File: src/rtl/frame_reader.sv
// frame_reader: maps display coordinates to image RAM reads with centred 1x/2x/4x scaling.
// Build macro TEST_PATTERN_EN enables mode 3 (XOR test pattern); default build leaves it disabled.
module frame_reader #(
  parameter int         SRC_W        = 160,
  parameter int         SRC_H        = 120,
  parameter int         MEM_LATENCY  = 2,
  parameter logic [7:0] BORDER_COLOR = 8'h00,
  parameter logic [1:0] DEFAULT_MODE = 2'd1
) (
  input  logic        clock,
  input  logic        reset,
  input  logic [9:0]  next_x,
  input  logic [9:0]  next_y,
  input  logic        vsync,
  input  logic [1:0]  mode_in,
  input  logic        mode_valid,
  output logic        mode_ready,
  output logic [14:0] mem_addr,
  output logic        mem_rd,
  input  logic [7:0]  mem_data,
  output logic [7:0]  color_out,
  output logic [1:0]  mode_active
);

  localparam int DLY = MEM_LATENCY + 1;

  localparam logic [10:0] W1   = 11'(SRC_W);
  localparam logic [10:0] W2   = 11'(2 * SRC_W);
  localparam logic [10:0] W4   = 11'(4 * SRC_W);
  localparam logic [10:0] H1   = 11'(SRC_H);
  localparam logic [10:0] H2   = 11'(2 * SRC_H);
  localparam logic [10:0] H4   = 11'(4 * SRC_H);
  localparam logic [10:0] X0_1 = 11'((640 - SRC_W) / 2);
  localparam logic [10:0] X0_2 = 11'((640 - 2 * SRC_W) / 2);
  localparam logic [10:0] X0_4 = 11'((640 - 4 * SRC_W) / 2);
  localparam logic [10:0] Y0_1 = 11'((480 - SRC_H) / 2);
  localparam logic [10:0] Y0_2 = 11'((480 - 2 * SRC_H) / 2);
  localparam logic [10:0] Y0_4 = 11'((480 - 4 * SRC_H) / 2);

  typedef enum logic {
    IDLE    = 1'b0,
    PENDING = 1'b1
  } state_t;

  state_t      state_q, state_d;
  logic [1:0]  pending_q, pending_d;
  logic [1:0]  mode_active_q, mode_active_d;
  logic        mode_ready_q, mode_ready_d;
  logic        vsync_q, vsync_d;
  logic        frame_edge;
  logic        mode_ok;

  logic [14:0]    mem_addr_q, mem_addr_d;
  logic           mem_rd_q, mem_rd_d;
  logic [7:0]     color_q, color_d;
  logic [DLY-1:0] flag_q, flag_d;

  logic [10:0] x0, y0, w, h, px, py, dx, dy;
  logic [1:0]  shift;
  logic [9:0]  src_x, src_y;
  logic [14:0] addr;
  logic        in_image;
  logic        tp_mode;

`ifdef TEST_PATTERN_EN
  logic [DLY-1:0] tp_flag_q, tp_flag_d;
  logic [7:0]     tp_pix_q [DLY];
  logic [7:0]     tp_pix_d [DLY];

  assign tp_mode = (mode_active_q == 2'd3);
  assign mode_ok = 1'b1;

  always_comb begin
    tp_flag_d = {tp_flag_q[DLY-2:0], tp_mode};
    tp_pix_d[0] = next_x[7:0] ^ next_y[7:0];
    for (int i = 1; i < DLY; i++) tp_pix_d[i] = tp_pix_q[i-1];
  end

  always_ff @(posedge clock or negedge reset) begin
    if (!reset) begin
      tp_flag_q <= '0;
      for (int i = 0; i < DLY; i++) tp_pix_q[i] <= 8'h00;
    end else begin
      tp_flag_q <= tp_flag_d;
      tp_pix_q  <= tp_pix_d;
    end
  end
`else
  assign tp_mode = 1'b0;
  // Without the pattern generator, a mode 3 request completes the handshake but is never applied.
  assign mode_ok = (pending_q != 2'd3);
`endif

  // Scaled window geometry for the mode in force when the coordinate is sampled.
  always_comb begin
    // NOTE: every always_comb output gets a default first so no path can infer a latch.
    x0    = X0_1;
    y0    = Y0_1;
    w     = W1;
    h     = H1;
    shift = 2'd0;
    case (mode_active_q)
      2'd1: begin x0 = X0_2; y0 = Y0_2; w = W2; h = H2; shift = 2'd1; end
      2'd2: begin x0 = X0_4; y0 = Y0_4; w = W4; h = H4; shift = 2'd2; end
      default: ;
    endcase

    px = {1'b0, next_x};
    py = {1'b0, next_y};
    in_image = !tp_mode && (px >= x0) && (px < x0 + w) && (py >= y0) && (py < y0 + h);

    dx    = px - x0;
    dy    = py - y0;
    src_x = 10'(dx >> shift);
    src_y = 10'(dy >> shift);

    if (SRC_W == 160) addr = (15'(src_y) << 7) + (15'(src_y) << 5) + 15'(src_x);
    else              addr = 15'(20'(src_y) * 20'(SRC_W)) + 15'(src_x);

    mem_rd_d   = in_image;
    mem_addr_d = in_image ? addr : mem_addr_q;

    // The flag travels alongside the RAM read so it lines up with mem_data.
    flag_d  = {flag_q[DLY-2:0], in_image};
    color_d = flag_q[DLY-1] ? mem_data : BORDER_COLOR;
`ifdef TEST_PATTERN_EN
    if (tp_flag_q[DLY-1]) color_d = tp_pix_q[DLY-1];
`endif
  end

  // NOTE: the pipeline shift registers are reset so nothing in flight survives a reset.
  always_ff @(posedge clock or negedge reset) begin
    if (!reset) begin
      mem_addr_q <= '0;
      mem_rd_q   <= 1'b0;
      color_q    <= 8'h00;
      flag_q     <= '0;
    end else begin
      // NOTE: sequential state uses non-blocking assignments so all flops update together.
      mem_addr_q <= mem_addr_d;
      mem_rd_q   <= mem_rd_d;
      color_q    <= color_d;
      flag_q     <= flag_d;
    end
  end

  // Mode handshake; a new mode is applied only on a vsync falling edge.
  always_comb begin
    state_d       = state_q;
    pending_d     = pending_q;
    mode_active_d = mode_active_q;
    vsync_d       = vsync;
    frame_edge    = vsync_q && !vsync;
    case (state_q)
      IDLE: begin
        if (mode_valid) begin
          pending_d = mode_in;
          state_d   = PENDING;
        end
      end
      PENDING: begin
        if (frame_edge) begin
          state_d = IDLE;
          if (mode_ok) mode_active_d = pending_q;
        end
      end
    endcase
    mode_ready_d = (state_d == IDLE);
  end

  always_ff @(posedge clock or negedge reset) begin
    if (!reset) begin
      state_q       <= IDLE;
      pending_q     <= DEFAULT_MODE;
      mode_active_q <= DEFAULT_MODE;
      mode_ready_q  <= 1'b1;
      vsync_q       <= 1'b1;
    end else begin
      state_q       <= state_d;
      pending_q     <= pending_d;
      mode_active_q <= mode_active_d;
      mode_ready_q  <= mode_ready_d;
      vsync_q       <= vsync_d;
    end
  end

  assign mode_ready  = mode_ready_q;
  assign mem_addr    = mem_addr_q;
  assign mem_rd      = mem_rd_q;
  assign color_out   = color_q;
  assign mode_active = mode_active_q;

endmodule

File: config.mk
export PLATFORM = sky130hd
export DESIGN_NAME = frame_reader
export DESIGN_NICKNAME = d
export VERILOG_FILES = /design/src/rtl/frame_reader.sv
export SDC_FILE = /design/constraint.sdc
export NUM_CORES = 1
export LEC_CHECK = 0
export ABC_AREA = 1
export CAP_MARGIN = 20
export CORE_MARGIN = 3
export CORE_UTILIZATION = 55
export DETAILED_ROUTE_END_ITERATION = 8
export DONT_BUFFER_PORTS = 1
export PLACE_DENSITY = 0.7
export SYNTH_ARGS = -nofsm -noshare
export SYNTH_HDL_FRONTEND = slang
export SYNTH_SLANG_ARGS = --single-unit
export TNS_END_PERCENT = 30
File: constraint.sdc
create_clock -name clock -period 5 [get_ports clock]
set_input_delay 1 -clock clock [delete_from_list [all_inputs] [get_ports clock]]
set_output_delay 1 -clock clock [all_outputs]
set_load 0.005 [all_outputs]
==> results list <==
- The run finished with clean final reports.
- Area of the core: 5540 um^2
* Worst path arrival time: 4.61 ns
- The worst setup path is of the reg -> reg kind.
- Clock network latency to the later pin of the worst-skew pair: 0.28 ns
- TritonCTS built the clock tree.
* Global-route wire length before repair: 10700 um
- Largest family of logic cells by synthesized area: simple AND/OR/NAND/NOR gates
- Summing the sequential cell areas from Yosys gives 26.1% of the chip area.
- Sum of negative setup slack: 0 ns
* Endpoints failing setup: 0
- Number of CTS-inserted buffers: 5
* Sum of overflow across all layers after global routing: 0
* Master cell of the clock root buffer: sky130_fd_sc_hd__clkbuf_8
- Total half-perimeter wirelength after legalization and detailed placement: 5230 um
- The slowest stage of the critical path is the sky130_fd_sc_hd__dfstp_2 cell.
- Final worst path period need: 4.40 ns
- Before antenna repair, the detailed router went through 4 iterations.
- After the first detailed-routing iteration, the DRC count stood at 101.
- Worst Path Required: 5.22 ns
* Crit path capture type: register
- In this run the post-CTS setup repair buffer count came out at 0.
* Pin count of the biggest net entering global routing: 34
- Dominant cell type by count on the critical path: sky130_fd_sc_hd__nand2_1
- After synthesis the cells add up to 3180 um^2.
- Along the worst path, the maximum fanout reaches 5.
* Post-synth ARST share: 100%
* Maximum capacitance violations: 0
- The H-tree was split into 2 levels.
* Max transition margin: 66.3%
- Of the cells placed in the final design, the portion with a size suffix greater than 1 is 11.2%.
- Buffers inserted to repair hold after CTS numbered 0.
- In this run, post-CTS repair resized a total of 0 instances.
* Nets: 510
- Pin placement for this block handled 61 I/O pins.
- In this run the core area contains 27 standard-cell rows.
- In the finished design, the share of the clock period the worst path needs comes to 87.9%.
- Input and output buffers added on the ports amount to 0.
- Critical path startpoint category: register
* Final Max Tran Viols: 0
* Clock-pin slew of the registers on the worst-case setup and hold paths: 0.07 ns
- Maximum operating frequency: 0.227 GHz
- Flip-flop cell with the highest count after synthesis: sky130_fd_sc_hd__dfrtp_1
- Antenna violations before repair: 0
- Total via count in the routed design: 2695
- The number of different library cells used by synthesis comes to 43.
- The min-delay analysis places its worst path in the category reg -> reg.
* Die height: 82.0 um
- Final Hold Fails: 0
- After Yosys synthesis, and, or, nand and nor cells account for 29.0% of the synthesized area.
- Clock tree buffer depth: 2
* Synthesized-area fraction occupied by ao, oa, aoi and oai cells: 12.1%
- Clk sink count: 33
* Share of cell area taken by muxes after synthesis: 1.30%
- Ant. Diodes: 0
* Signed area change from the synthesized netlist to the final layout: 4.49%
* Die Span X: 82.0 um
- Detailed-route vias per instance: 5.31
* Unrepaired setup endpoints after global routing: no
* Parity-gate share of the synthesized area counting xor and xnor cells: 3.90%
* Initial core utilization: 57.4%
- Dividing the synthesized area by the synthesized cell count gives 7.24 um^2.
- In this run, synthesis produced a sequential element count of 33.
- Summed over all layers, the routed wires come to 6360 um.
- In this run the remaining antenna-violating nets after routing total 0.
- For this run, design rule violations remaining after detail routing come to 0.
* Synth warnings: 0
- The number of nets in the synthesized netlist is 514.
* Least-Margin Pin Slew: 0.504 ns
- WL/cell: 12.5 um
- Largest stage delay on the critical path: 0.57 ns
- Mapped Cells: 439
* Adder and majority gate portion of the synthesized area: 17.3%
- Global placement routability congestion: 0.917
* Final Skew: 0.00524 ns
- The floorplan step defined a die boundary enclosing 6730 um^2.
- Global routing consumed, over all layers together, 20.0% of the routing resources.
- The number of global-route vias before repair came to 2410.
- Count of flip-flops with a built-in enable after synthesis: 0
[stage by stage]
stage          std cells  setup slack, ns  area (um^2)  hold slack (ns)  utilization, %
6_report             508            0.604         3320            0.358            60.0
3_5_place_dp         500            0.599         3210            0.337            57.9
4_1_cts              508            0.576         3320            0.364            60.0
5_1_grt              508            0.135         3320            0.380            60.0
3_3_place_gp         500            0.678         3210            0.340            57.9
2_1_floorplan        439            0.854         3180            0.331               -
[worst paths after layout]
kind,startpoint,end,slack [ns],cells after the start
min reg2reg,flag_q[1]$_DFF_PN0_,flag_q[2]$_DFF_PN0_,0.36,0
max reg2reg,mode_active[0]$_DFFE_PN1P_,mem_addr[14]$_DFFE_PN0P_,0.60,28
max,mode_active[0]$_DFFE_PN1P_,mem_addr[14]$_DFFE_PN0P_,0.60,28
max in group asynchronous,reset,mode_active[0]$_DFFE_PN1P_,4.42,0
min,flag_q[1]$_DFF_PN0_,flag_q[2]$_DFF_PN0_,0.36,0
min in group asynchronous,reset,pending_q[1]$_DFFE_PN0P_,0.41,0
[cells in the final DEF (no fill, tap or decap), drive strengths merged]
master	synthesis	final
inv	63	63
nand4	5	5
a41oi	1	1
dfstp	4	4
xor2	8	8
or2	4	4
xnor2	4	4
dfrtp	29	29
clkbuf	5	7
mux2	1	1
o211ai	2	2
fa	5	5
a211o	1	1
buf	9	3
a21o	1	1
o22ai	2	2
a221oi	1	1
ha	36	36
mux2i	3	3
o21bai	1	1
nor2	13	13
a31oi	2	2
bufinv	0	1
nor4	1	1
a21oi	19	19
nand2	143	143
o21ai	35	35
and3	1	1
nand3	35	35
nor3	5	5
[final cells by class]
class,instances,area [um^2]
fillers,552,2220
multi-input cells,329,2020
flip-flops and latches,33,831
inverters,63,239
well taps,72,90.1
clock buffers,7,86.3
clock inverters,1,30.0
repair buffers,3,22.5
[critical path: cells and delay by family (launching register included)]
family | cells | cell delay [ns]
flops | 1 | 0.57
fa+ha+maj | 5 | 1.78
compound gates | 3 | 0.44
simple gates | 15 | 1.20
buf+inv | 5 | 0.34
[flip-flops by register name (all words and copies together) (netlist names)]
name,cells
mem_addr,15
color_out,8
flag_q,3
mode_active,2
pending_q,2
mode_ready,1
state_q,1
vsync_q,1
[layer usage]
layer,global-route usage (%),up-vias,share of wire [%]
met5,0,-,0
li1,-,1408,-
met1,28.9,1202,47
met2,29.8,76,44
met4,5.15,0,1.5
met3,4.39,9,7.4
[cell usage after synthesis (3+ instances only)]
| library cell | number | share of area, % |
|---|---|---|
| sky130_fd_sc_hd__xor2_1 | 7 | 1.9 |
| sky130_fd_sc_hd__ha_1 | 36 | 14 |
| sky130_fd_sc_hd__inv_1 | 61 | 7.2 |
| sky130_fd_sc_hd__dfstp_2 | 4 | 3.3 |
| sky130_fd_sc_hd__xnor2_1 | 4 | 1.1 |
| sky130_fd_sc_hd__fa_1 | 5 | 3.1 |
| sky130_fd_sc_hd__o21ai_1 | 3 | 0.47 |
| sky130_fd_sc_hd__dfrtp_1 | 29 | 23 |
| sky130_fd_sc_hd__nand2_1 | 129 | 15 |
| sky130_fd_sc_hd__nor3_1 | 3 | 0.47 |
| sky130_fd_sc_hd__nand4_1 | 4 | 0.79 |
| sky130_fd_sc_hd__buf_2 | 3 | 0.47 |
| sky130_fd_sc_hd__o21ai_0 | 25 | 3.9 |
| sky130_fd_sc_hd__o21ai_2 | 7 | 1.9 |
| sky130_fd_sc_hd__nand3_1 | 33 | 5.2 |
| sky130_fd_sc_hd__mux2i_1 | 3 | 0.94 |
| sky130_fd_sc_hd__nand2_2 | 14 | 2.8 |
| sky130_fd_sc_hd__nor2_1 | 13 | 1.5 |
| sky130_fd_sc_hd__or2_2 | 3 | 0.59 |
| sky130_fd_sc_hd__a21oi_1 | 18 | 2.8 |
| sky130_fd_sc_hd__buf_6 | 4 | 1.4 |
| sky130_fd_sc_hd__clkbuf_1 | 5 | 0.59 |
[kinds of logic after synthesis]
kind of cell               Yosys count
AOI/OAI and AO/OA                   65
xor gates and xnor gates            12
adders and majority gates           41
buffers and inverters               77
DFF                                 33
muxes                                4
and+or+nand+nor                    207
Power is not shown: default switching activity piles up to over one toggle a cycle in this logic, so the estimate is an artifact.
